$ cat src/rtl/shift_add_mult_ctrl.sv
// shift_add_mult_ctrl: shift-and-add multiplier controller driving an external right-shift register
// Optional early termination when the remaining multiplier bits are zero: define EARLY_TERM_EN.
module shift_add_mult_ctrl #(
    parameter int N = 7,
    parameter int M = 8
) (
    input  logic           clk,
    input  logic           rst,
    input  logic           start,
    input  logic [M-1:0]   multiplicand,
    input  logic [N-1:0]   multiplier,
    output logic           sr_load_en,
    output logic           sr_shift_en,
    output logic [N-1:0]   sr_data_in,
    input  logic [N-1:0]   sr_data,
    output logic [N+M-1:0] product,
    output logic           busy,
    output logic           done
);
    localparam int CW = (N > 1) ? $clog2(N) : 1;
    localparam logic [CW-1:0] LAST = CW'(N - 1);
    localparam logic [1:0] IDLE = 2'd0;
    localparam logic [1:0] LOAD = 2'd1;
    localparam logic [1:0] RUN  = 2'd2;
    localparam logic [1:0] DONE = 2'd3;

    logic [1:0]     state;
    logic [N+M-1:0] acc;
    logic [N+M-1:0] msh;
    logic [CW-1:0]  cnt;
    logic [M-1:0]   a_q;
    logic [N-1:0]   b_q;
    logic           run_exit;

`ifdef EARLY_TERM_EN
    assign run_exit = (cnt == LAST) || ~|sr_data[N-1:1];
`else
    logic unused_sr_hi;
    assign unused_sr_hi = ^sr_data[N-1:1];
    assign run_exit = (cnt == LAST);
`endif

    assign sr_load_en  = (state == LOAD);
    assign sr_shift_en = (state == RUN);
    assign sr_data_in  = b_q;
    assign product     = acc;
    assign busy        = (state != IDLE);
    assign done        = (state == DONE);

    // sequencing, operand capture and the shift-add datapath
    always_ff @(posedge clk) begin
        if (rst) begin
            state <= IDLE;
            acc   <= '0;
            msh   <= '0;
            cnt   <= '0;
            a_q   <= '0;
            b_q   <= '0;
        end else begin
            case (state)
                IDLE: if (start) begin
                    a_q   <= multiplicand;
                    b_q   <= multiplier;
                    state <= LOAD;
                end
                LOAD: begin
                    acc   <= '0;
                    msh   <= {{N{1'b0}}, a_q};
                    cnt   <= '0;
                    state <= RUN;
                end
                RUN: begin
                    if (sr_data[0]) acc <= acc + msh;
                    msh <= msh << 1;
                    cnt <= cnt + 1'b1;
                    if (run_exit) state <= DONE;
                end
                default: state <= IDLE;
            endcase
        end
    end
endmodule

$ cat config.mk
export PLATFORM = sky130hd
export DESIGN_NAME = shift_add_mult_ctrl
export DESIGN_NICKNAME = d
export VERILOG_FILES = /design/src/rtl/shift_add_mult_ctrl.sv
export SDC_FILE = /design/constraint.sdc
export NUM_CORES = 1
export LEC_CHECK = 0
export BUFFER_PORTS_ARGS = -buffer_cell sky130_fd_sc_hd__clkbuf_2
export CAP_MARGIN = 15
export CORE_ASPECT_RATIO = 2
export CORE_MARGIN = 2
export CORE_UTILIZATION = 59
export CTS_CLUSTER_DIAMETER = 200
export DETAILED_ROUTE_END_ITERATION = 6
export GPL_TIMING_DRIVEN = 0
export HOLD_SLACK_MARGIN = 0.03
export PLACE_DENSITY = 0.94
export SLEW_MARGIN = 30
export SYNTH_ARGS = -nofsm -noshare
export SYNTH_HDL_FRONTEND = slang
export SYNTH_SLANG_ARGS = --single-unit
$ cat constraint.sdc
create_clock -name clk -period 3.44 [get_ports clk]
set_clock_uncertainty 0.1 [all_clocks]
set_input_delay 0.344 -clock clk [delete_from_list [all_inputs] [get_ports clk]]
set_output_delay 0.344 -clock clk [all_outputs]
set_load 0.02 [all_outputs]
==> results.yml, run 1 <==
timing:
  rsz0062_at_grt: "no"
  period_share_pct: 74.1
  setup_tns_ps: 0
  worst_slew_pin_slew_ps: 598
  hold_slack_ps: 136
  fin_ws_ps: 892
  post-route-min-period_ps: 2550
  finalSetupViolations: 0
  fmax_mhz: 392
  final-hold-violation-count: 0
  relSlewSlack_pct: 60.2
  slew_violations: 0
setup_path:
  criticalPathCategory: "reg2reg"
  r2r_setup_slack_ps: 890
  critPathCaptureType: "flop"
  cp.required_ps: 3540
  regToRegEndpoint: "product[12]"
  r2r-start: "product[0]"
  cp-start-kind: "flop"
  setup.worst_path.end: "product[12]"
  crit_fanout: 3
  worstSetupStartpoint: "product[0]"
  reg2reg_depth: 8
  worstPathArrival_ps: 2650
yosys:
  synth.distinct_cells: 42
  synth-simple-area-share_pct: 16.7
  synth-edff-count: 0
  synth_top_family_by_area: "compound AO/OA/AOI/OAI gates"
  muxShareOfSynthArea_pct: 3.12
  synthAdderAreaFrac_pct: 10.5
  synth_compound_area_share_pct: 23.4
  syn_area_per_cell_sq_um: 8.47
  synth_ff_type: "dfxtp_1"
  synth_nets: 349
  syn_inst: 303
  yosys_warnings: 0
  synth_xor_area_share_pct: 3.41
  async_flop_share_pct: 0
  synth_seq_cells: 50
  ys_seq_area_share_pct: 39.0
  synth_area_sq_um: 2570
layout:
  fillers: 358
  final_cell_mix: "nand2_1 (52), dfxtp_1 (50), clkbuf_2 (43)"
  layout-drive-gt1-share_pct: 16.4
  areaGrowthSynthToFinish_pct: 14.8
  utilization_pct: 69.3
  final_common_cell: "nand2_1"
  n_antenna_cell: 0
  fin_area_sq_um: 2950
  nets: 399
route:
  avgRoutedWirePerCell_um: 13.7
  viasPerCell: 5.71
  drt-total-wl_um: 5590
  drt_iter0_drc: 68
  dr.pass1.iters: 4
  drc: 0
  postRouteAntennaNets: 0
  vias: 2328
die:
  rows: 34
  die_y_um: 97.3
  dieArea_sq_um: 4930
  num_io_pins: 51
  die_w_um: 50.6
  floorplan.initialDensity_pct: 60.3
  coreArea_sq_um: 4250
flow_run:
  drv_cap: 0
clock_network:
  postCtsSetupRepairBufs: 0
  cts_sinks: 50
  cts-resized-gates: 0
  cts_root_buf: "clkbuf_8"
  htree_num_levels: 2
  cts_buffers: 5
  cts_hold_buf: 0
  cts_tree: "built"
  clkTransAtPathRegs_ps: 110
  insertion_delay_ps: 310
  clockBufferDepth: 2
run_status:
  status: "finished, final reports clean"
place:
  io_buffers: 43
  dp_hpwl_um: 4450
  placed_area_sq_um: 2850
  place_worst_setup_slack_ps: 942
  gp_congestion: 0.899
power_and_ir_drop:
  p_per_area_nw_per_um2: 602
  leakage_nw: 1.29
  peakVddDrop_v: 0.000554
grt:
  gr-total-overflow: 0
  grt_max_degree: 19
  grt_pass1_wl_um: 9780
  antenna_found_initial: 0
  grt_use_total_pct: 25.0
  grt_pass1_vias: 2312
min_path:
  hp-start: "multiplier[5]"
  min_path_type: "in2reg"
-- cells in the mapped netlist, drive strengths merged, types with 3 or more instances --
cell type	count	area share (%)
a211oi	10	2.9
a21o	3	0.93
a21oi	39	7.6
a22o	7	2.4
a22oi	5	1.5
and2	3	0.73
buf	4	0.68
clkbuf	13	1.9
dfxtp	50	39
ha	20	9.8
inv	8	1.2
mux2i	8	3.1
nand2	52	7.6
nand3	8	1.6
nor2	23	3.4
nor2b	4	0.97
nor3	3	0.58
o211ai	4	1.2
o21ai	8	1.6
o21bai	3	1.0
xnor2	5	1.7
xor2	5	1.7
-- power breakdown --
part	internal, mW	switching [mW]
logic	0.230	0.463
clock network	0.152	0.215
registers	0.656	0.0570
total	1.04	0.735
-- critical path: stages, from the launching register on --
cell	delay [ps]
dfxtp_1	340
ha_1	240
fa_1	420
a211oi_1	420
o211ai_1	260
nand4_1	170
o21ai_0	130
xor2_1	160
a22o_1	200
-- worst min path at each step --
stage,slack [ps],end,cells past startpoint
finish,140,sr_data_in[5],3
global route,140,a_q[2],3
CTS,130,sr_data_in[1],3
detailed placement,350,a_q[6],2
global placement,340,sr_data_in[0],2
floorplan,340,a_q[1],2
-- registers in the layout (all words and copies together) (netlist names) --
| name | count |
|---|---|
| a_q | 8 |
| sr_data_in | 7 |
| state | 2 |
| product | 15 |
| msh | 15 |
| cnt | 3 |
-- cell type report --
class / instances / area (sq um) / area share [%]
Inverter: 9 / 33.8 / 1.15
Sequential cell: 50 / 1000 / 34.0
Tap cell: 54 / 67.6 / 2.29
Timing Repair Buffer: 43 / 215 / 7.30
Clock buffer: 5 / 68.8 / 2.34
Clock inverter: 3 / 28.8 / 0.977
Buffer: 17 / 66.3 / 2.25
Multi-Input combinational cell: 227 / 1470 / 49.7
-- cells by family after synthesis --
kind of cell	after synthesis
xor+xnor	10
fa+ha+maj	21
flops	50
compound gates	89
simple gates	99
mux	8
buf+inv	26
-- stage by stage --
step	total power, mW	cells
final	1.77	408
after global routing	1.89	408
after CTS	1.78	408
after detailed placement	1.42	400
after global placement	1.37	400
after floorplan	1.23	303
-- layer usage --
| layer | wire length [um] | track usage (%) | part of all wire [%] | vias to the layer above |
|---|---|---|---|---|
| met5 | 0 | 0 | 0 | - |
| met4 | 137 | 11.6 | 2.4 | 0 |
| met3 | 230 | 3.85 | 4.1 | 13 |
| met2 | 2950 | 45.0 | 53 | 71 |
| met1 | 2280 | 27.5 | 41 | 1077 |
| li1 | - | - | - | 1167 |
(Power assumes the default switching activity.)
==> run 2, diff against run 1 <==
--- a/config.mk
+++ b/config.mk
@@ -9,12 +9,12 @@
 export CAP_MARGIN = 15
 export CORE_ASPECT_RATIO = 2
 export CORE_MARGIN = 2
-export CORE_UTILIZATION = 59
+export CORE_UTILIZATION = 49
 export CTS_CLUSTER_DIAMETER = 200
 export DETAILED_ROUTE_END_ITERATION = 6
 export GPL_TIMING_DRIVEN = 0
 export HOLD_SLACK_MARGIN = 0.03
-export PLACE_DENSITY = 0.94
+export PLACE_DENSITY = 0.84
 export SLEW_MARGIN = 30
 export SYNTH_ARGS = -nofsm -noshare
 export SYNTH_HDL_FRONTEND = slang
==> constraint.sdc (replaced) <==
create_clock -name clk -period 2.2 [get_ports clk]
set_clock_uncertainty 0.1 [all_clocks]
set_input_delay 0.22 -clock clk [delete_from_list [all_inputs] [get_ports clk]]
set_output_delay 0.22 -clock clk [all_outputs]
set_load 0.02 [all_outputs]
==> run 2 against run 1 <==
  * The flow now finishes with violations (negative setup slack)
  * Via count up 6.9%
  * Register-to-register slack worse by 1000 ps
  * Clock-buffer cell count up 2
  * Sequential cell count unchanged
  * Setup slack worse by 1000 ps
  * Die area up 19%
  * Clock power up 65%
  * Power up 66%
  * Non-clock buffer count up 20
  * Critical endpoint is now product[13]
==> results.yml, run 2 (synthesis gave the netlist of run 1 again) <==
place:
  place_worst_setup_slack_ps: -284
  io_buffers: 43
  placed_area_sq_um: 2880
  dp_hpwl_um: 4690
  gp_congestion: 0.851
clock_network:
  clockBufferDepth: 2
  insertion_delay_ps: 310
  cts_buffers: 5
  cts_tree: "built"
  cts_sinks: 50
  clkTransAtPathRegs_ps: 100
  cts_root_buf: "clkbuf_8"
  htree_num_levels: 2
die:
  coreArea_sq_um: 5090
  die_w_um: 55.2
  dieArea_sq_um: 5870
  num_io_pins: 51
  die_y_um: 106
  floorplan.initialDensity_pct: 50.4
  rows: 37
timing:
  period_share_pct: 106
  rsz0062_at_grt: "yes"
  post-route-min-period_ps: 2330
  relSlewSlack_pct: 62.0
  fin_ws_ps: -129
  final-hold-violation-count: 0
  fmax_mhz: 429
  finalSetupViolations: 5
  slew_violations: 0
  worst_slew_pin_slew_ps: 571
setup_path:
  crit_fanout: 2
  criticalPathCategory: "reg2reg"
  critPathCaptureType: "flop"
  worstPathArrival_ps: 2450
  cp-start-kind: "flop"
  worstSetupStartpoint: "product[1]"
  reg2reg_depth: 7
  r2r-start: "product[1]"
  cp.required_ps: 2320
  r2r_setup_slack_ps: -130
power_and_ir_drop:
  peakVddDrop_v: 0.000786
  p_int_mw: 1.76
  total_power_mw: 2.95
  seqPwrFrac_pct: 38.4
  clkPwrFrac_pct: 20.5
  combPwrFrac_pct: 41.1
  leakage_nw: 1.39
  p_per_area_nw_per_um2: 911
  p_switching_mw: 1.19
  switching_share_pct: 40.4
route:
  viasPerCell: 5.76
  drt_iter0_drc: 62
  avgRoutedWirePerCell_um: 15.4
  postRouteAntennaNets: 0
  drt-total-wl_um: 6670
  dr.pass1.iters: 5
  vias: 2489
  drc: 0
layout:
  utilization_pct: 63.6
  n_antenna_cell: 0
  nets: 419
  fillers: 449
  fin_area_sq_um: 3240
  final_cell_mix: "nand2_1 (52), dfxtp_1 (44), clkbuf_2 (43)"
  final_common_cell: "nand2_1"
  areaGrowthSynthToFinish_pct: 26.2
  multiInputGateArea_sq_um: 1550
  regArea_sq_um: 1020
  layout-drive-gt1-share_pct: 22.2
grt:
  grt_pass1_vias: 2471
  grt_pass1_wl_um: 10900
  grt_max_degree: 16
  antenna_found_initial: 0
  grt_use_total_pct: 25.0
  gr-total-overflow: 0
flow_run:
  drv_cap: 0
min_path:
  min_path_type: "in2reg"
  hp-start: "multiplicand[3]"
  hold_depth: 3
run_status:
  violations: "negative setup slack"
  status: "finished with violations"
## run 2: changes by cell type in the layout (fill, tap and decap cells not counted), moves of 3 or more
cell	delta
dlygate4sd3_1	+12
dfxtp_2	+3
dfxtp_4	+3
ha_4	+3
dfxtp_1	-6
ha_1	-3
buf_4	+9
## run 2: cell type report
cell class,count,area share [%]
Multi-Input combinational cell,227,47.7
Sequential cell,50,31.4
Timing Repair Buffer,64,12.4
Clock buffer,7,2.97
Tap cell,58,2.24
Buffer,16,1.97
Inverter,9,1.04
Clock inverter,1,0.270
## run 2: worst paths after layout
path | to
worst min register to register | a_q[5]
worst min-delay path | a_q[3]
worst max-delay path | product[13]
worst max register to register | product[13]
## run 2: metal layers
metal	vias to the layer above	global-route usage (%)	wire (um)
met1	1164	24.6	2310
met3	30	4.07	245
met4	0	15.3	308
met2	87	44.6	3800
li1	1208	-	-
met5	-	0	0
## run 2: power groups by stage
| stage | sequential, mW | clock (mW) | combinational (mW) |
|---|---|---|---|
| after global routing | 1.14 | 0.658 | 1.34 |
| after CTS | 1.12 | 0.616 | 1.14 |
| after detailed placement | 1.15 | 0 | 1.08 |
| after floorplan | 1.15 | 0 | 0.776 |
| final | 1.13 | 0.606 | 1.21 |
| after global placement | 1.14 | 0 | 1.05 |
## run 2: worst max-delay path, stage by stage (launching register included)
cell and delay, ps:
dfxtp_4 360, ha_4 240, a211o_1 310, a2111oi_4 430, o21bai_2 130, a221o_1 340, xor2_1 140, a22o_1 190
## run 2: repair_timing
action | in CTS | in global routing
hold endpoints to repair | 12 | 0
endpoints found under the setup margin | 12 | 10
setup buffers | 6 | 3
gates resized for setup | 7 | 9
pin swaps | 8 | 13
hold buffers | 12 | 0
## run 2: through the flow
step	hold slack (ps)	cells	setup TNS, ps
5_1_grt	35.4	432	-700
3_3_place_gp	343	404	-1930
3_5_place_dp	350	404	-2320
4_1_cts	30.3	429	-194
2_1_floorplan	256	303	-73.1
6_report	38.5	432	-204
